**config.mk**
```make
export PLATFORM = sky130hd
export DESIGN_NAME = mem_port_arbiter
export DESIGN_NICKNAME = d
export VERILOG_FILES = /design/src/rtl/mem_port_arbiter.sv
export SDC_FILE = /design/constraint.sdc
export NUM_CORES = 1
export LEC_CHECK = 0
export ABC_CLOCK_PERIOD_IN_PS = 2200
export CORE_MARGIN = 1
export CORE_UTILIZATION = 44
export DETAILED_ROUTE_END_ITERATION = 8
export PLACE_DENSITY = 0.83
export SLEW_MARGIN = 20
export SYNTH_ARGS = -nofsm -noshare
export SYNTH_HDL_FRONTEND = slang
export SYNTH_SLANG_ARGS = --single-unit
```
**constraint.sdc**
```tcl
create_clock -name clock_i -period 2.2 [get_ports clock_i]
set_input_delay 0.33 -clock clock_i [delete_from_list [all_inputs] [get_ports clock_i]]
set_output_delay 0.33 -clock clock_i [all_outputs]
set_load 0.01 [all_outputs]
```
**src/rtl/mem_port_arbiter.sv**
```systemverilog
// Shares one single-ported memory between fetch and load/store requesters, round-robin on conflict.
// Write ack lands in the issue cycle, read ack LAT cycles after it; a waiting requester just holds its req.
module mem_port_arbiter #(
    parameter int NBITS  = 8,
    parameter int MWIDTH = 32,
    parameter int LAT    = 2
) (
    input  logic              clock_i,
    input  logic              reset_i,
    input  logic              if_req_i,
    input  logic [NBITS-1:0]  if_addr_i,
    output logic              if_ack_o,
    output logic [MWIDTH-1:0] if_rdata_o,
    output logic              if_busy_o,
    input  logic              d_req_i,
    input  logic              d_we_i,
    input  logic [NBITS-1:0]  d_addr_i,
    input  logic [MWIDTH-1:0] d_wdata_i,
    output logic              d_ack_o,
    output logic [MWIDTH-1:0] d_rdata_o,
    output logic              d_busy_o,
    output logic              mem_en_o,
    output logic              mem_we_o,
    output logic [NBITS-1:0]  mem_addr_o,
    output logic [MWIDTH-1:0] mem_wdata_o,
    input  logic [MWIDTH-1:0] mem_rdata_i
);

    localparam int CW = (LAT > 1) ? $clog2(LAT) : 1;
    localparam logic [CW-1:0] CNT_INIT = CW'(LAT - 1);

    typedef enum logic [1:0] {
        S_IDLE  = 2'd0,
        S_ISSUE = 2'd1,
        S_WAIT  = 2'd2
    } state_t;

    state_t            state_q, state_d;
    logic [CW-1:0]     cnt_q, cnt_d;
    logic              last_q, last_d;     // 1 = data side won the last conflict
    logic              owner_q, owner_d;   // 1 = data side owns the port
    logic [NBITS-1:0]  addr_q, addr_d;
    logic              we_q, we_d;
    logic [MWIDTH-1:0] wdata_q, wdata_d;
    logic [MWIDTH-1:0] if_rdata_q, d_rdata_q;
    logic              grant_data;
    logic              done;

    assign grant_data = d_req_i & (~if_req_i | ~last_q);

    always_ff @(posedge clock_i) begin
        if (reset_i) begin
            state_q <= S_IDLE;
        end else begin
            state_q <= state_d;
        end
    end

    always_comb begin
        state_d = state_q;
        cnt_d   = cnt_q;
        last_d  = last_q;
        owner_d = owner_q;
        addr_d  = addr_q;
        we_d    = we_q;
        wdata_d = wdata_q;
        case (state_q)
            S_IDLE: begin
                if (if_req_i | d_req_i) begin
                    state_d = S_ISSUE;
                    owner_d = grant_data;
                    addr_d  = grant_data ? d_addr_i : if_addr_i;
                    we_d    = grant_data & d_we_i;
                    if (grant_data) begin
                        wdata_d = d_wdata_i;
                    end
                    if (if_req_i & d_req_i) begin
                        last_d = grant_data;
                    end
                end
            end
            S_ISSUE: begin
                if (we_q) begin
                    state_d = S_IDLE;
                end else begin
                    state_d = S_WAIT;
                    cnt_d   = CNT_INIT;
                end
            end
            S_WAIT: begin
                if (cnt_q == '0) begin
                    state_d = S_IDLE;
                end else begin
                    cnt_d = cnt_q - 1'b1;
                end
            end
            default: state_d = S_IDLE;
        endcase
    end

    // Acks are masked during reset so an aborted access never completes.
    always_comb begin
        mem_en_o   = (state_q == S_ISSUE);
        mem_we_o   = (state_q == S_ISSUE) & we_q;
        done       = (((state_q == S_ISSUE) & we_q) | ((state_q == S_WAIT) & (cnt_q == '0))) & ~reset_i;
        if_ack_o   = done & ~owner_q;
        d_ack_o    = done & owner_q;
        if_rdata_o = if_ack_o ? mem_rdata_i : if_rdata_q;
        d_rdata_o  = (d_ack_o & ~we_q) ? mem_rdata_i : d_rdata_q;
        if_busy_o  = if_req_i & ~if_ack_o;
        d_busy_o   = d_req_i & ~d_ack_o;
    end

    assign mem_addr_o  = addr_q;
    assign mem_wdata_o = wdata_q;

    always_ff @(posedge clock_i) begin
        if (reset_i) begin
            cnt_q      <= '0;
            last_q     <= 1'b1;
            owner_q    <= 1'b0;
            addr_q     <= '0;
            we_q       <= 1'b0;
            wdata_q    <= '0;
            if_rdata_q <= '0;
            d_rdata_q  <= '0;
        end else begin
            cnt_q      <= cnt_d;
            last_q     <= last_d;
            owner_q    <= owner_d;
            addr_q     <= addr_d;
            we_q       <= we_d;
            wdata_q    <= wdata_d;
            if_rdata_q <= if_rdata_o;
            d_rdata_q  <= d_rdata_o;
        end
    end

endmodule

```
## Word-level counts from Yosys, hierarchy flattened

Index checks and enable logic that the tools add are counted.

- $add $sub $neg: 1
- Eq/ne operators: 5
- Muxes and demuxes: 10
- Bitwise gates (word level): 22
- Reductions and logical operators: 7

Operator list:

| operator | count |
|---|---|
| 32-bit two-way mux | 2 |
| 1-bit bitwise AND | 11 |
| 8-bit two-way mux | 1 |
| 1-bit NOT | 8 |
| 2-bit two-way mux | 3 |
| 2-bit != test, second input constant | 3 |
| 2-bit case mux with 3 select lines | 1 |
| 2-bit AND reduction | 3 |
| 3-bit AND reduction | 2 |
| 1-bit OR | 3 |
| 2-bit by 1-bit equality test with 1-bit output, second input constant | 1 |
| 2-bit equality test, second input constant | 1 |
| 2-bit zero test | 1 |
| 1-bit two-way mux | 2 |
| 1-bit case mux with 2 select lines | 1 |
| 2-bit nonzero test | 1 |
| 1-bit subtractor, second input constant | 1 |

- Register bits after elaboration: 110
- Bits of input ports: 85
- Output and inout port bits: 110

## Longest topological paths before layout

- Depth in word-level cells: 7
- Gate-level depth with buffers: 5
- Depth with buffers taken out: 3

## Worst setup path before layout

OpenSTA, ideal clock, no wires.

- Kind: reg2out
- Start: register we_q
- End: output if_rdata_o[0]
- Arrival time: 1.418 ns
- Required time: 1.870 ns
- Path slack: 0.452 ns
- Stages on the path, launching flop included: 6
- Buffers on the path: 2
- Cells stage by stage: dfxtp_1 and3b_1 o21ai_1 buf_6 buf_6 mux2_4

- Word-level cells in the longest chain between the ends: 5

RTL lines:

| what | line | text |
|---|---|---|
| start: declaration | 43 | `logic we_q, we_d;` |
| start signal: assignment | 132 | `we_q <= we_d;` |
| 1-bit bitwise AND | -- |  |
| net mem_we_o | 23 | `output logic mem_we_o,` |
| 1-bit OR | 105 | `done = (((state_q == S_ISSUE) & we_q) \| ((state_q == S_WAIT) & (cnt_q == '0))) & ~reset_i;` |
| 1-bit bitwise AND | 105 |  |
| 1-bit bitwise AND | 106 | `if_ack_o = done & ~owner_q;` |
| 32-bit two-way mux | 108 | `if_rdata_o = if_ack_o ? mem_rdata_i : if_rdata_q;` |
| end: declaration | 13 | `output logic [MWIDTH-1:0] if_rdata_o,` |

The timed path passes the listed nets, and every way through them passes these cells.

## Worst setup path in the final report

- Start: register state_q[1]
- End: output d_rdata_o[14]

- Word-level cells in the longest chain between the ends: 7
- Elaborated cells on any way between the ends: 9
- Classes of those cells: eq/ne: 2; mux: 1; bitwise: 6

RTL lines:

| what | line | text |
|---|---|---|
| start: declaration | 38 | `state_t state_q, state_d;` |
| start signal: assignment | 55 | `state_q <= state_d;` |
| 2-bit by 1-bit equality test with 1-bit output or 2-bit equality test (tied branches) | 105 |  |
| 1-bit bitwise AND | 105 |  |
| 1-bit OR * | 105 |  |
| 1-bit bitwise AND * | 105 |  |
| 1-bit bitwise AND * | 107 | `d_ack_o = done & owner_q;` |
| 1-bit bitwise AND * | 109 | `d_rdata_o = (d_ack_o & ~we_q) ? mem_rdata_i : d_rdata_q;` |
| 32-bit two-way mux * | 109 |  |
| end: declaration | 20 | `output logic [MWIDTH-1:0] d_rdata_o,` |

Every way passes the cells marked *; elsewhere a longest branch is shown, timed or not.

==> impl_metrics.yaml <==
drt:
  drt-total-wl_mm: 15.9
  viasPerCell: 5.39
  ant_nets: 0
  drc: 0
  vias: 4866
  dr.pass1.iters: 4
  drtIter0Drc: 212
  avgRoutedWirePerCell_um: 17.7
logic_synthesis:
  synthXorXnorAreaFrac_pct: 0
  yosys.area_share.simple_pct: 16.0
  synth_compound_area_share_pct: 17.8
  synthCells: 543
  ys_types: 34
  synth_nets: 628
  synthMuxAreaShare_pct: 18.3
  synth-seq-cells: 110
  yosysSeqAreaShare_pct: 42.6
  syn_area_per_cell_um2: 9.51
  synthesis.area_um2: 5160
  synthAdderAreaFrac_pct: 0
  synth_top_family_by_area: "multiplexers"
  yosys_warnings: 0
sta:
  max_slew_margin_pct: 45.7
  setup_violations: 56
  maxSlewViolCount: 0
  min_period_over_period_pct: 105
  worst_pin_slew_ns: 0.814
  fin_tns_setup_ns: -2.42
  fmax_ghz: 0.433
  final.setup.worst_slack_ns: -0.107
  rsz0062_at_grt: "yes"
  fin_crit_ns: 2.31
  final.setup_skew_ns: 0.0107
  hold_viol: 0
cells_and_area:
  final_cell_mix: "clkdlybuf4s50_1, dfxtp_1, a21oi_1, nand3_1, buf_6"
  n_antenna_cell: 0
  final_common_cell: "clkdlybuf4s50_1"
  final_cells: 902
  layout.nets: 839
  fill_cells: 825
  drive_gt1_share_pct: 33.2
  fin_util_pct: 71.2
  area_delta_synth_final_pct: 57.3
grt:
  antenna_found_initial: 0
  grt_max_degree: 111
  grt_use_total_pct: 25.5
  first_global_vias: 4896
  overflow: 0
  grt_pass1_wl_mm: 23.9
clocking:
  cts.sinks: 110
  ctsLongestPathBuffers: 2
  path_clk_slew_ns: 0.07
  worstSkewPairLatency_ns: 0.34
  htreeDepth: 3
  postCtsHoldBufs: 0
  root_buffer: "clkbuf_16"
  cts_buffers: 9
  cts_tree: "done"
min_path:
  min_path_cells: 2
  worstHoldEndpoint: "d_rdata_q[3]"
  holdCritStartpoint: "d_rdata_q[3]"
  hold_path_class: "reg -> reg"
setup_path:
  critPathCaptureType: "output port"
  r2r_cells: 5
  arrival_ns: 1.98
  crit_slowest_cell: "or4b_4"
  r2r-start: "state_q[0]"
  reg2reg_to: "mem_wdata_o[12]"
  worstSetupStartpointType: "register"
  cpPeakStageDelay_ns: 0.55
  crit_type: "reg -> out"
  path_buf_inv: 3
  reg2reg_slack_ns: 0.21
  worstPathCellList: "buf_6 > or4b_4 > clkbuf_16 > o21ai_4 > nand2_1 > buf_2"
  crit_required_ns: 1.87
  cp_top_family: "simple AND/OR/NAND/NOR gates"
  worstPathMaxFanout: 8
power_and_ir_drop:
  p_per_area_nw_per_um2: 583
  p_leak_nw: 3.47
  power_w: 0.00474
  peakVddDrop_mv: 0.403
floorplan:
  ios: 195
  coreArea_um2: 11400
  num_rows: 39
  start_util_pct: 45.2
  die_area_um2: 12200
  die_h_um: 110
  die_x_um: 110
placed_design:
  place_ws_ns: -0.126
  gp_congestion: 0.790
  dp_hpwl_mm: 10.2
  io_buffers: 194
  placedCellCount: 863
run_status:
  outcome: "complete, but fails checks"
  violations: "negative setup slack"
flow_run:
  maxCapViolCount: 0
kinds of logic (layout without fill, tap and decap cells):
| group | Yosys count | in the layout |
|---|---|---|
| buffers and inverters | 49 | 265 |
| DFF | 110 | 110 |
| muxes | 72 | 72 |
| and+or+nand+nor | 156 | 156 |
| AOI/OAI and AO/OA | 156 | 156 |
power breakdown:
group / switching [W] / internal [W]
Combinational: 0.000464 / 0.000556
Sequential: 0.0000531 / 0.00208
Clock: 0.000702 / 0.000881
layer usage:
layer / share of wire [%] / global-route usage (%)
met5: 0 / 0
met4: 1.7 / 8.36
met3: 8.1 / 7.64
met2: 52 / 46.2
met1: 38 / 28.3
cells in the mapped netlist, drive strengths merged:
cell / instances / area share (%)
nand3b: 1 / 0.15
inv: 1 / 0.073
mux2i: 8 / 1.6
or3b: 1 / 0.17
or4b: 1 / 0.27
o21a: 1 / 0.15
nor2: 7 / 0.51
nor3b: 2 / 0.39
buf: 25 / 3.5
and2: 2 / 0.24
o21ai: 68 / 8.8
and3b: 1 / 0.17
nor2b: 34 / 4.1
dfxtp: 110 / 43
clkbuf: 23 / 1.7
mux2: 64 / 17
a21boi: 1 / 0.15
nand3: 65 / 6.3
nor4b: 1 / 0.46
or2: 2 / 0.24
a211oi: 8 / 1.2
nand2b: 2 / 0.24
o21bai: 1 / 0.15
nor3: 1 / 0.097
a21oi: 77 / 7.5
and3: 1 / 0.12
nand2: 35 / 2.5
flip-flops by register name, indices dropped and copies added, names as in the netlist:
name         cells
d_rdata_q       32
owner_q          1
we_q             1
last_q           1
if_rdata_q      32
cnt_q            1
mem_addr_o       8
mem_wdata_o     32
state_q          2
final cells by class:
type / count / area (um^2) / share of cell area, %
Sequential cell: 110 / 2210 / 27.2
Inverter: 1 / 3.75 / 0.0462
Tap cell: 143 / 179 / 2.20
Timing Repair Buffer: 248 / 2470 / 30.4
Multi-Input combinational cell: 384 / 2980 / 36.7
Clock buffer: 12 / 236 / 2.91
Clock inverter: 4 / 47.5 / 0.585
worst reg2reg max path, stage by stage, from the launching register on:
cell and delay, ns:
dfxtp_4 0.36, buf_4 0.16, buf_4 0.15, or3b_2 0.73, o21ai_0 0.32, a21oi_1 0.11
what timing repair did:
action,in CTS,in global routing
pin swaps,5,18
buffers inserted,21,2
gates resized for setup,304,74
setup endpoints to repair,68,67
cloned,5,2
how the worst max path moves through the flow:
stage | startpoint | to | slack (ns) | depth (start not counted)
5_1_grt | state_q[1] | d_rdata_o[14] | -0.17 | 6
4_1_cts | state_q[1] | if_rdata_o[3] | -0.16 | 8
3_3_place_gp | state_q[1] | if_rdata_o[1] | -0.01 | 5
2_1_floorplan | we_q | if_rdata_o[0] | 0.45 | 5
3_5_place_dp | state_q[1] | if_rdata_o[19] | -0.13 | 5
6_report | state_q[1] | d_rdata_o[14] | -0.11 | 6
through the flow:
step / cell area [um^2] / hold slack (ns)
2_1_floorplan: 5160 / 0.444
3_3_place_gp: 7320 / 0.449
3_5_place_dp: 7320 / 0.460
4_1_cts: 7970 / 0.469
5_1_grt: 8130 / 0.495
6_report: 8130 / 0.474
No activity file was read; power rests on OpenSTA's default activity.
